## src/rtl/clk_div_pkg.sv

```systemverilog
// Shared constants and types for the multi-channel clock/tick divider.
// Latency: n/a (package only).
// Backpressure: n/a (package only).
package clk_div_pkg;

    // Default period-counter width per channel
    localparam int CNT_W_DEF = 12;

    // Power-up divisor: period = DIV_DEF + 1 = 1563 cycles
    localparam int DIV_DEF = 'h61A;

    // Power-up high count per period
    localparam int HIGH_DEF = 6;

    // One channel's configuration at the default counter width. Modules
    // built with a different CNT_W declare the same {div, high} layout
    // locally at their own width.
    typedef struct packed {
        logic [CNT_W_DEF-1:0] div;
        logic [CNT_W_DEF-1:0] high;
    } ch_cfg_t;

    // Width of a channel index; a single channel still gets a 1-bit index.
    function automatic int ch_idx_w(input int n);
        return (n > 1) ? $clog2(n) : 1;
    endfunction

endpackage

```

## src/rtl/clk_div_ch.sv

```systemverilog
// One divider channel: period counter, active/pending config, registered outputs.
// Latency: outputs are registered, 1 cycle from en/sync/config to effect.
// Backpressure: none; config writes always accepted, applied only at a period boundary.
module clk_div_ch
    import clk_div_pkg::*;
#(
    parameter int CNT_W    = CNT_W_DEF,
    parameter int DIV_RST  = DIV_DEF,
    parameter int HIGH_RST = HIGH_DEF
) (
    input  logic             clk,
    input  logic             rst,
    input  logic             wr_en,
    input  logic [CNT_W-1:0] wr_div,
    input  logic [CNT_W-1:0] wr_high,
    input  logic             en,
    input  logic             sync,
    output logic             clk_out,
    output logic             tick,
    output logic             pend
);

    typedef struct packed {
        logic [CNT_W-1:0] div;
        logic [CNT_W-1:0] high;
    } cfg_t;

    localparam cfg_t CFG_RST = '{div: CNT_W'(DIV_RST), high: CNT_W'(HIGH_RST)};

    // cnt_q is the position of the cycle currently being presented on the
    // outputs; run_q says whether that cycle belonged to an enabled period.
    logic [CNT_W-1:0] cnt_q;
    logic [CNT_W-1:0] cnt_nxt;
    logic             run_q;
    cfg_t             act_q;
    cfg_t             pnd_q;
    cfg_t             act_nxt;
    cfg_t             pnd_nxt;
    logic             pend_q;
    logic             pend_nxt;
    logic             wrap;
    logic             restart;
    logic             apply;

    // Decide whether the next cycle starts a new period and what config it uses
    always_comb begin
        wrap    = run_q && (cnt_q == act_q.div);
        // A period starts on wrap, on sync, or on the first enabled cycle
        restart = en && (sync || !run_q || wrap);
        // While disabled the channel has no period to protect, so apply freely
        apply   = !en || restart;

        pnd_nxt = pnd_q;
        if (wr_en) begin
            pnd_nxt = '{div: wr_div, high: wr_high};
        end

        // Taking pnd_nxt (not pnd_q) lets a same-cycle write bypass to active
        act_nxt  = apply ? pnd_nxt : act_q;
        pend_nxt = apply ? 1'b0 : (pend_q || wr_en);

        // cnt never exceeds act_div, so the increment cannot overflow
        cnt_nxt = apply ? '0 : cnt_q + CNT_W'(1);
    end

    // State and output flops; outputs are derived from next-state so they
    // line up with the cycle the counter describes
    always_ff @(posedge clk) begin
        if (!rst) begin
            cnt_q   <= '0;
            run_q   <= 1'b0;
            act_q   <= CFG_RST;
            pnd_q   <= CFG_RST;
            pend_q  <= 1'b0;
            clk_out <= 1'b0;
            tick    <= 1'b0;
        end else begin
            cnt_q   <= cnt_nxt;
            run_q   <= en;
            act_q   <= act_nxt;
            pnd_q   <= pnd_nxt;
            pend_q  <= pend_nxt;
            clk_out <= en && (cnt_nxt < act_nxt.high);
            tick    <= en && (cnt_nxt == '0);
        end
    end

    assign pend = pend_q;

endmodule

```

## src/rtl/clk_div_gen.sv

```systemverilog
// NCH-channel programmable clock/tick divider with glitch-free reconfiguration.
// Latency: 1 cycle from ch_en/sync to first tick; outputs fully registered.
// Backpressure: none; config writes to indices >= NCH are dropped.
module clk_div_gen #(
    parameter int NCH      = 2,
    parameter int CNT_W    = clk_div_pkg::CNT_W_DEF,
    parameter int DIV_DEF  = clk_div_pkg::DIV_DEF,
    parameter int HIGH_DEF = clk_div_pkg::HIGH_DEF
) (
    input  logic                                  clk,
    input  logic                                  rst,
    input  logic                                  cfg_we,
    input  logic [clk_div_pkg::ch_idx_w(NCH)-1:0] cfg_ch,
    input  logic [CNT_W-1:0]                      cfg_div,
    input  logic [CNT_W-1:0]                      cfg_high,
    input  logic [NCH-1:0]                        ch_en,
    input  logic                                  sync,
    output logic [NCH-1:0]                        clk_out,
    output logic [NCH-1:0]                        tick,
    output logic [NCH-1:0]                        pend
);

    localparam int CH_W = clk_div_pkg::ch_idx_w(NCH);

    logic [NCH-1:0] ch_we;

    // Decode the shared write strobe into per-channel strobes; an index with
    // no matching channel simply selects nothing
    always_comb begin
        ch_we = '0;
        for (int i = 0; i < NCH; i++) begin
            ch_we[i] = cfg_we && (cfg_ch == CH_W'(i));
        end
    end

    for (genvar g = 0; g < NCH; g++) begin : g_ch
        clk_div_ch #(
            .CNT_W    (CNT_W),
            .DIV_RST  (DIV_DEF),
            .HIGH_RST (HIGH_DEF)
        ) u_ch (
            .clk     (clk),
            .rst     (rst),
            .wr_en   (ch_we[g]),
            .wr_div  (cfg_div),
            .wr_high (cfg_high),
            .en      (ch_en[g]),
            .sync    (sync),
            .clk_out (clk_out[g]),
            .tick    (tick[g]),
            .pend    (pend[g])
        );
    end

endmodule

```

## config.mk

```make
export PLATFORM = sky130hd
export DESIGN_NAME = clk_div_gen
export DESIGN_NICKNAME = d
export VERILOG_FILES = /design/src/rtl/clk_div_pkg.sv /design/src/rtl/clk_div_ch.sv /design/src/rtl/clk_div_gen.sv
export SDC_FILE = /design/constraint.sdc
export NUM_CORES = 1
export LEC_CHECK = 0
export CAP_MARGIN = 20
export CORE_ASPECT_RATIO = 1.5
export CORE_MARGIN = 4
export CORE_UTILIZATION = 50
export DETAILED_ROUTE_END_ITERATION = 8
export DONT_BUFFER_PORTS = 1
export SLEW_MARGIN = 20
export SYNTH_ARGS = -nofsm -noshare
export SYNTH_HDL_FRONTEND = slang
export SYNTH_SLANG_ARGS = --single-unit
```

## constraint.sdc

```tcl
create_clock -name clk -period 5.2 [get_ports clk]
set_clock_uncertainty 0.1 [all_clocks]
set_input_delay 0.78 -clock clk [delete_from_list [all_inputs] [get_ports clk]]
set_output_delay 0.78 -clock clk [all_outputs]
set_load 0.01 [all_outputs]
```

# Word level (Yosys, flattened, before mapping)
# Index checks and enable logic that the tools add are counted.
[totals] reg_bits=128 inputBits=31 out_inout_bits=6 word_cells=58
[op_classes] addsub=2 n_lt_le_gt_ge=2 n_eq_ne=2 n_mux=6 n_bitwise=2 n_reduce_logical=26
[ops] operator="12-bit two-way mux" n=4
[ops] operator="24-bit two-way mux" n=2
[ops] operator="12-bit by 1-bit adder with 12-bit output, second input constant" n=2
[ops] operator="12-bit == test" n=2
[ops] operator="12-bit logical NOT" n=2
[ops] operator="12-bit < comparator" n=2
[ops] operator="1-bit logical AND" n=10
[ops] operator="1-bit logical OR" n=8
[ops] operator="1-bit logical NOT" n=4
[ops] operator="2-bit OR reduction" n=2
[ops] operator="1-bit inverter" n=2

# Logic depth before layout (Yosys ltp)
# Gate-level depths: netlist of the first run.
[depth] word_depth=8 depth_mapped=14 depth_no_buf=11

# Cells and area by module
# A second synthesis of the first run with hierarchy kept.
[hier_totals] hier_cells=612 area_unflattened_um2=5624.1
[modules_own_cells] module="clk_div_ch" instances=2 cells_per_inst=305 area_per_inst_um2=2803.9 seq_area_each_um2=1281.2
[modules_own_cells] module="clk_div_gen" instances=1 cells_per_inst=2 area_per_inst_um2=16.3 seq_area_each_um2=0.0

# Worst setup path after synthesis of the first run
# OpenSTA, ideal clock, no wires.
[synth_timing] kind="input port to flip-flop" startpoint="input cfg_we" endpoint="register g_ch[0].u_ch.clk_out" setup_time_ns=0.074 t_arrival_ns=2.732 t_required_ns=5.026 path_slack_ns=2.294 cell_stages=13 n_path_buf=2 path_cell_list="nor2b_1 clkbuf_1 clkbuf_1 nand2_1 nand2_1 a21oi_1 or2_1 ha_1 a21o_1 a21o_1 a21oi_1 o211ai_1 a31oi_1"
[synth_via] elab_chain_len=5
[synth_rtl] item="start: declaration" line_no="clk_div_gen.sv:12" text="input logic cfg_we,"
[synth_rtl] item="1-bit logical AND" line_no="clk_div_gen.sv:32" text="ch_we[i] = cfg_we && (cfg_ch == CH_W'(i));"
[synth_rtl] item="24-bit two-way mux" line_no="clk_div_ch.sv:54" text="if (wr_en) begin"
[synth_rtl] item="12-bit two-way mux" line_no="clk_div_ch.sv:59" text="act_nxt = apply ? pnd_nxt : act_q;"
[synth_rtl] item="12-bit < comparator" line_no="clk_div_ch.sv:83" text="clk_out <= en && (cnt_nxt < act_nxt.high);"
[synth_rtl] item="1-bit logical AND" line_no="clk_div_ch.sv:83"
[synth_rtl] item="end signal: assignment" line_no="clk_div_ch.sv:83"
[synth_rtl] item="end: declaration" line_no="clk_div_ch.sv:18" text="output logic clk_out,"
# No other way between the ends.
# A chain may end at the register's enable or synchronous reset.

# Worst setup path after layout of the first run
[layout_timing] startpoint="register g_ch[1].u_ch.cnt_q[4]" endpoint="register g_ch[1].u_ch.clk_out"
[layout_via] elab_chain_len=8 word_cells_on_any_way=10 classes_between="add/sub (1); order compare (1); eq/ne (1); mux (2); reduce/logical (5)"
[layout_rtl] item="start: declaration" line_no="clk_div_ch.sv:32" text="logic [CNT_W-1:0] cnt_q;"
[layout_rtl] item="start signal: assignment" line_no="clk_div_ch.sv:78" text="cnt_q <= cnt_nxt;"
[layout_rtl] item="branches (longest 6 deep; another with 12-bit by 1-bit adder with 12-bit output)"
[layout_rtl] item="12-bit < comparator *" line_no="clk_div_ch.sv:83"
[layout_rtl] item="1-bit logical AND *" line_no="clk_div_ch.sv:83"
[layout_rtl] item="end signal: assignment" line_no="clk_div_ch.sv:83"
[layout_rtl] item="end: declaration" line_no="clk_div_ch.sv:18"
# Mark *: on every way between the ends.

==> out/results.ini, run 1 <==
[drt]
route.detailed.drc=0
totalWireLength_um=13700
drtIter0Drc=171
wl_per_cell_um=16.5
viasPerCell=5.54
ant_nets=0
vias=4595
dr.pass1.iters=4

[setup_path]
path_delay_family=simple AND/OR/NAND/NOR gates
worstPathRequired_ns=5.42
worst-path-buf-inv=0
setup.worst_path.start_class=flop
cp_slowest_cell=nand3_2
worst-r2r-cell-count=11
critical_path_class=flop to flop
worstReg2RegStart=g_ch[1].u_ch.cnt_q[4]
reg2reg_slack_ns=1.75
timing.rr.end=g_ch[1].u_ch.clk_out
crit_fanout=36
end_kind=flop
crit_start=g_ch[1].u_ch.cnt_q[4]
max_stage_delay_ns=0.69
crit_chain=xor2_1, nor4_1, nand3_1, nand3_2, mux2i_1, ha_1, a21o_1, a21o_1, a221oi_1, o21ai_0, mux2i_1
crit_arrival_ns=3.67

[layout]
postLayoutCoreUtil=0.556
area_growth_syn_to_layout_pct=8.78
antenna_cells=0
n_fill_cell=1138
layout-drive-gt1-share=0.0650
nNetsFinal=719

[timing]
hold_viol_final=0
grt_setup_unrepaired=no
min_period_ns=3.45
maxSlewHeadroom=0.304
finalCritPeriodShare=0.664
setup-tns-final_ns=0
timing.final.ws_setup_ns=1.75
worst_pin_slew_ns=1.04
max_freq_ghz=0.290
slew_violations=0
setup_viol=0

[die]
die_area_mm2=0.0141
die_w_um=98.3
rows=49
initial_core_util=0.511
die_y_um=143
core-area_mm2=0.0120
num_io_pins=37

[logic_synthesis]
synthFlopType=dfxtp_1
netlist-cell-type-count=53
yosys.area.top_type=dfxtp_1
synth_edf_count=0
synth.avg_cell_area_um2=8.77
yosys.area_share.adder=0.0491
yosys.area_share.simple=0.235
synthMuxAreaShare=0.0712
synth.yosys.seq_area_share=0.419
synth_top_area_frac=0.419
synthCells=697
synth_warnings=0
synth_top_family_by_area=simple AND/OR/NAND/NOR gates
ys_ff_latch=128
async_reset_ff_frac=0
synth_area_mm2=0.00611
synth_fp_nets=752
synth_compound_area_frac=0.0960
synth-xor-area-share=0.0659
synth.area.top_cells=dfxtp_1 (42%), nand2_1 (5.3%), xor2_1 (5.2%)

[min_path]
whs_endpoint=g_ch[0].u_ch.pnd_q[1]
hp-class=flop to flop
whs_path_depth=2
worst_hold_startpoint=g_ch[0].u_ch.pnd_q[1]

[clocking]
ctsResizeCount=0
cts_tree=yes
post_cts_buffers=0
cts_inserted_buffers=17
cts-root-buf=clkbuf_16
clkTransAtPathRegs_ns=0.06
cts-htree-levels=4
cts.hold.buffers_added=0
clk_latency_ns=0.41
ctsLongestPathBuffers=2
cts.sinks=128

[global_route]
grt_max_degree=49
antenna_found_initial=0
grtUsageTotal=0.203
grt_first_pass_wirelength_um=22800
grt_pass1_vias=4657
overflow=0

[placed_design]
gp_congestion=0.908
port_buffers=0
dp_hpwl_um=10200
post-place-ws_ns=1.69

[power]
ir_worst_vdd_mv=0.226
pwr-share-seq=0.433
switching_power_uw=567
pwr_density_cell_mw_per_mm2=364
sw_frac_of_total=0.234
p_clk_frac=0.504
p_leak_uw=0.00304
p_int_uw=1860
combPwrFrac=0.063

[outcome]
outcome=finished clean

[flow_run]
maxCapViolCount=0

## state kept, by name, indices dropped and copies added, names as in the netlist
signal	cells
g_ch.u_ch.clk_out	2
g_ch.u_ch.tick	2
g_ch.u_ch.run_q	2
g_ch.u_ch.cnt_q	24
g_ch.u_ch.pnd_q	48
g_ch.u_ch.act_q	48
g_ch.u_ch.pend	2
## per-layer routing
| metal | GRT usage | wire, µm | share of wire | vias to the layer above |
|---|---|---|---|---|
| li1 | - | - | - | 2286 |
| met1 | 0.212 | 5480 | 0.40 | 2192 |
| met2 | 0.372 | 7180 | 0.52 | 83 |
| met3 | 0.0486 | 505 | 0.037 | 34 |
| met4 | 0.108 | 521 | 0.038 | 0 |
| met5 | 0 | 0 | 0 | - |
## how the worst max path moves through the flow
stage                            to  cells past startpoint
2_1_floorplan  g_ch[0].u_ch.clk_out                     13
3_3_place_gp   g_ch[1].u_ch.clk_out                      9
3_5_place_dp   g_ch[1].u_ch.clk_out                      9
4_1_cts        g_ch[1].u_ch.clk_out                     11
5_1_grt        g_ch[1].u_ch.clk_out                     11
6_report       g_ch[1].u_ch.clk_out                     11
## stage by stage
stage | instances | power (µW) | cell area [µm²] | hold WS (ns)
after CTS | 830 | 2450 | 6650 | 0.330
after global routing | 830 | 2510 | 6650 | 0.357
after floorplan | 697 | 1200 | 6110 | 0.335
final | 830 | 2420 | 6650 | 0.364
after detailed placement | 798 | 1230 | 6040 | 0.349
after global placement | 798 | 1220 | 6040 | 0.343
## synth_stat cells, types with 9 or more instances
library cell,count
nand2b_1,10
or2_1,11
inv_1,28
clkbuf_1,21
ha_1,24
nand3_1,26
nand2_1,86
dfxtp_1,128
buf_2,20
mux2i_1,30
and2_1,24
buf_4,9
a21oi_1,28
nor3_1,28
xor2_1,36
nand4_1,14
xnor2_1,10
nor2_1,64
mux2_1,12
## layout by cell type, fill, tap and decap left out, types with 24 or more instances in the layout
cell type  netlist  final
and2_1          24     24
dfxtp_1        128    128
nand2_1         86     86
nand3_1         26     26
a21oi_1         28     28
inv_1           28     28
ha_1            24     24
mux2i_1         30     30
xor2_1          36     36
nor2_1          64     64
nor3_1          28     28
## logic make-up after synthesis
family	Yosys count
xor gates and xnor gates	46
DFF	128
and+or+nand+nor	293
muxes	42
AOI/OAI and AO/OA	82
adders and majority gates	24
buffers and inverters	82
## power by group through the flow
stage	combinational [µW]	sequential (µW)	clock (µW)
global placement	150	1070	0
detailed placement	154	1070	0
CTS	156	1050	1250
finish	154	1050	1220
floorplan	136	1060	0
global route	177	1050	1280
## worst register-to-register path: cells and delay by family (launching register included)
kind	cells	cell delay, ns
xor+xnor	1	0.11
compound gates	4	0.78
fa+ha+maj	1	0.28
mux	2	0.43
simple gates	3	1.18
flops	1	0.49
## area by class of cell
type | count | area, µm² | area share
clock buffer | 18 | 429 | 0.0645
sequential | 128 | 2560 | 0.385
tap | 153 | 191 | 0.0288
multi-input combinational | 487 | 3160 | 0.476
clock inverter | 14 | 183 | 0.0275
inverter | 28 | 105 | 0.0158
timing repair buffer | 2 | 15.0 | 0.00226
(Power assumes the default switching activity.)
==> run 2, diff against run 1 <==
==> constraint.sdc (replaced) <==
create_clock -name clk -period 3.4 [get_ports clk]
set_clock_uncertainty 0.1 [all_clocks]
set_input_delay 0.51 -clock clk [delete_from_list [all_inputs] [get_ports clk]]
set_output_delay 0.51 -clock clk [all_outputs]
set_load 0.01 [all_outputs]
==> out/results.ini, run 2 (synthesis gave the netlist of run 1 again) <==
[clocking]
post_cts_buffers=0
cts.sinks=128
cts-htree-levels=4
clkTransAtPathRegs_ns=0.05
ctsLongestPathBuffers=2
cts_inserted_buffers=17
cts.hold.buffers_added=0
cts_tree=yes
clk_latency_ns=0.41
cts-root-buf=clkbuf_16

[timing]
worst_pin_slew_ns=1.02
min_period_ns=3.12
finalCritPeriodShare=0.918
grt_setup_unrepaired=no
slew_violations=0
setup_viol=0
setup-tns-final_ns=0
hold_viol_final=0
max_freq_ghz=0.320
maxSlewHeadroom=0.319

[layout]
largestRegisters=g_ch.u_ch.act_q: 48 flops, g_ch.u_ch.pnd_q: 48 flops, g_ch.u_ch.cnt_q: 24 flops
final_cells=843
layout_commonest_cell=dfxtp_1
postLayoutCoreUtil=0.563
nNetsFinal=733
n_fill_cell=1123
antenna_cells=0
area_growth_syn_to_layout_pct=10.1
layout-drive-gt1-share=0.0841
final_cell_mix=dfxtp_1 (128), nand2_1 (86), nor2_1 (64)
fin_area_mm2=0.00673

[placed_design]
placed_cells=812
place_area_mm2=0.00614
dp_hpwl_um=10800
gp_congestion=0.854
port_buffers=0

[setup_path]
setup.worst_path.start_class=flop
crit_fanout=19
crit_arrival_ns=3.31
end_kind=flop
critical_path_class=flop to flop
worstPathRequired_ns=3.59

[global_route]
antenna_found_initial=0
overflow=0
grt_first_pass_wirelength_um=23200
grt_pass1_vias=4610
grtUsageTotal=0.208
grt_max_degree=49

[die]
rows=49
die_y_um=143
core-area_mm2=0.0120
die_area_mm2=0.0141
die_w_um=98.3
num_io_pins=37
initial_core_util=0.511

[power]
pwr_density_cell_mw_per_mm2=535
ir_worst_vdd_mv=0.317
p_leak_uw=0.00310
power_uw=3600

[min_path]
hp-class=input pin to flop

[drt]
ant_nets=0
wl_per_cell_um=16.7
totalWireLength_um=14100
drtIter0Drc=212
dr.pass1.iters=6
route.detailed.drc=0
vias=4615
viasPerCell=5.47

[outcome]
outcome=finished clean

[flow_run]
maxCapViolCount=0

## run 2: what timing repair did
action                                  4_1_cts  5_1_grt
resized for setup                             0        1
endpoints found under the hold margin         0        0
endpoints found under the setup margin        0        1
## run 2: layer usage
layer	global-route usage	wire length [µm]	up-vias
met1	0.224	5660	2174
li1	-	-	2325
met4	0.104	488	0
met2	0.380	7550	86
met3	0.0471	420	30
met5	0	0	-
## run 2: worst paths after layout
check / start / end / slack, ns / cells after the start
hold reg to reg: g_ch[0].u_ch.pnd_q[2] / g_ch[0].u_ch.pnd_q[2] / 0.36 / 2
hold / removal: rst / g_ch[0].u_ch.pnd_q[1] / 0.10 / 1
setup reg to reg: g_ch[1].u_ch.cnt_q[1] / g_ch[1].u_ch.clk_out / 0.28 / 12
setup / recovery: g_ch[1].u_ch.cnt_q[1] / g_ch[1].u_ch.clk_out / 0.28 / 12
## run 2: power breakdown
part           internal [µW]  switching [µW]  total, µW
sequential              1570            30.9       1600
combinational            108             138        246
clock                   1090             659       1750
## run 2: final cells by class
cell class / instances / area (µm²) / share of cell area
clock buffer: 18 / 439 / 0.0653
clock inverter: 13 / 140 / 0.0208
inverter: 28 / 105 / 0.0156
multi-input combinational: 487 / 3170 / 0.471
sequential: 128 / 2560 / 0.381
tap: 153 / 191 / 0.0284
timing repair buffer: 16 / 120 / 0.0178
## run 2: through the flow
stage               hold slack [ns]  worst slack (ns)
floorplan                     0.335             0.631
global placement              0.342             0.294
detailed placement            0.349             0.136
CTS                          0.0703             0.101
global route                 0.0755            0.0202
finish                        0.100             0.278
## run 2: worst max-delay path: stages (launching register included)
cell and delay, ns:
dfxtp_1 0.47, xor2_1 0.11, nor4_1 0.31, nand3_1 0.20, nand3_4 0.27, buf_4 0.29
nor2_1 0.08, ha_1 0.30, nand4_1 0.15, o311ai_0 0.41, a221oi_1 0.11, o21ai_0 0.10
mux2i_1 0.09
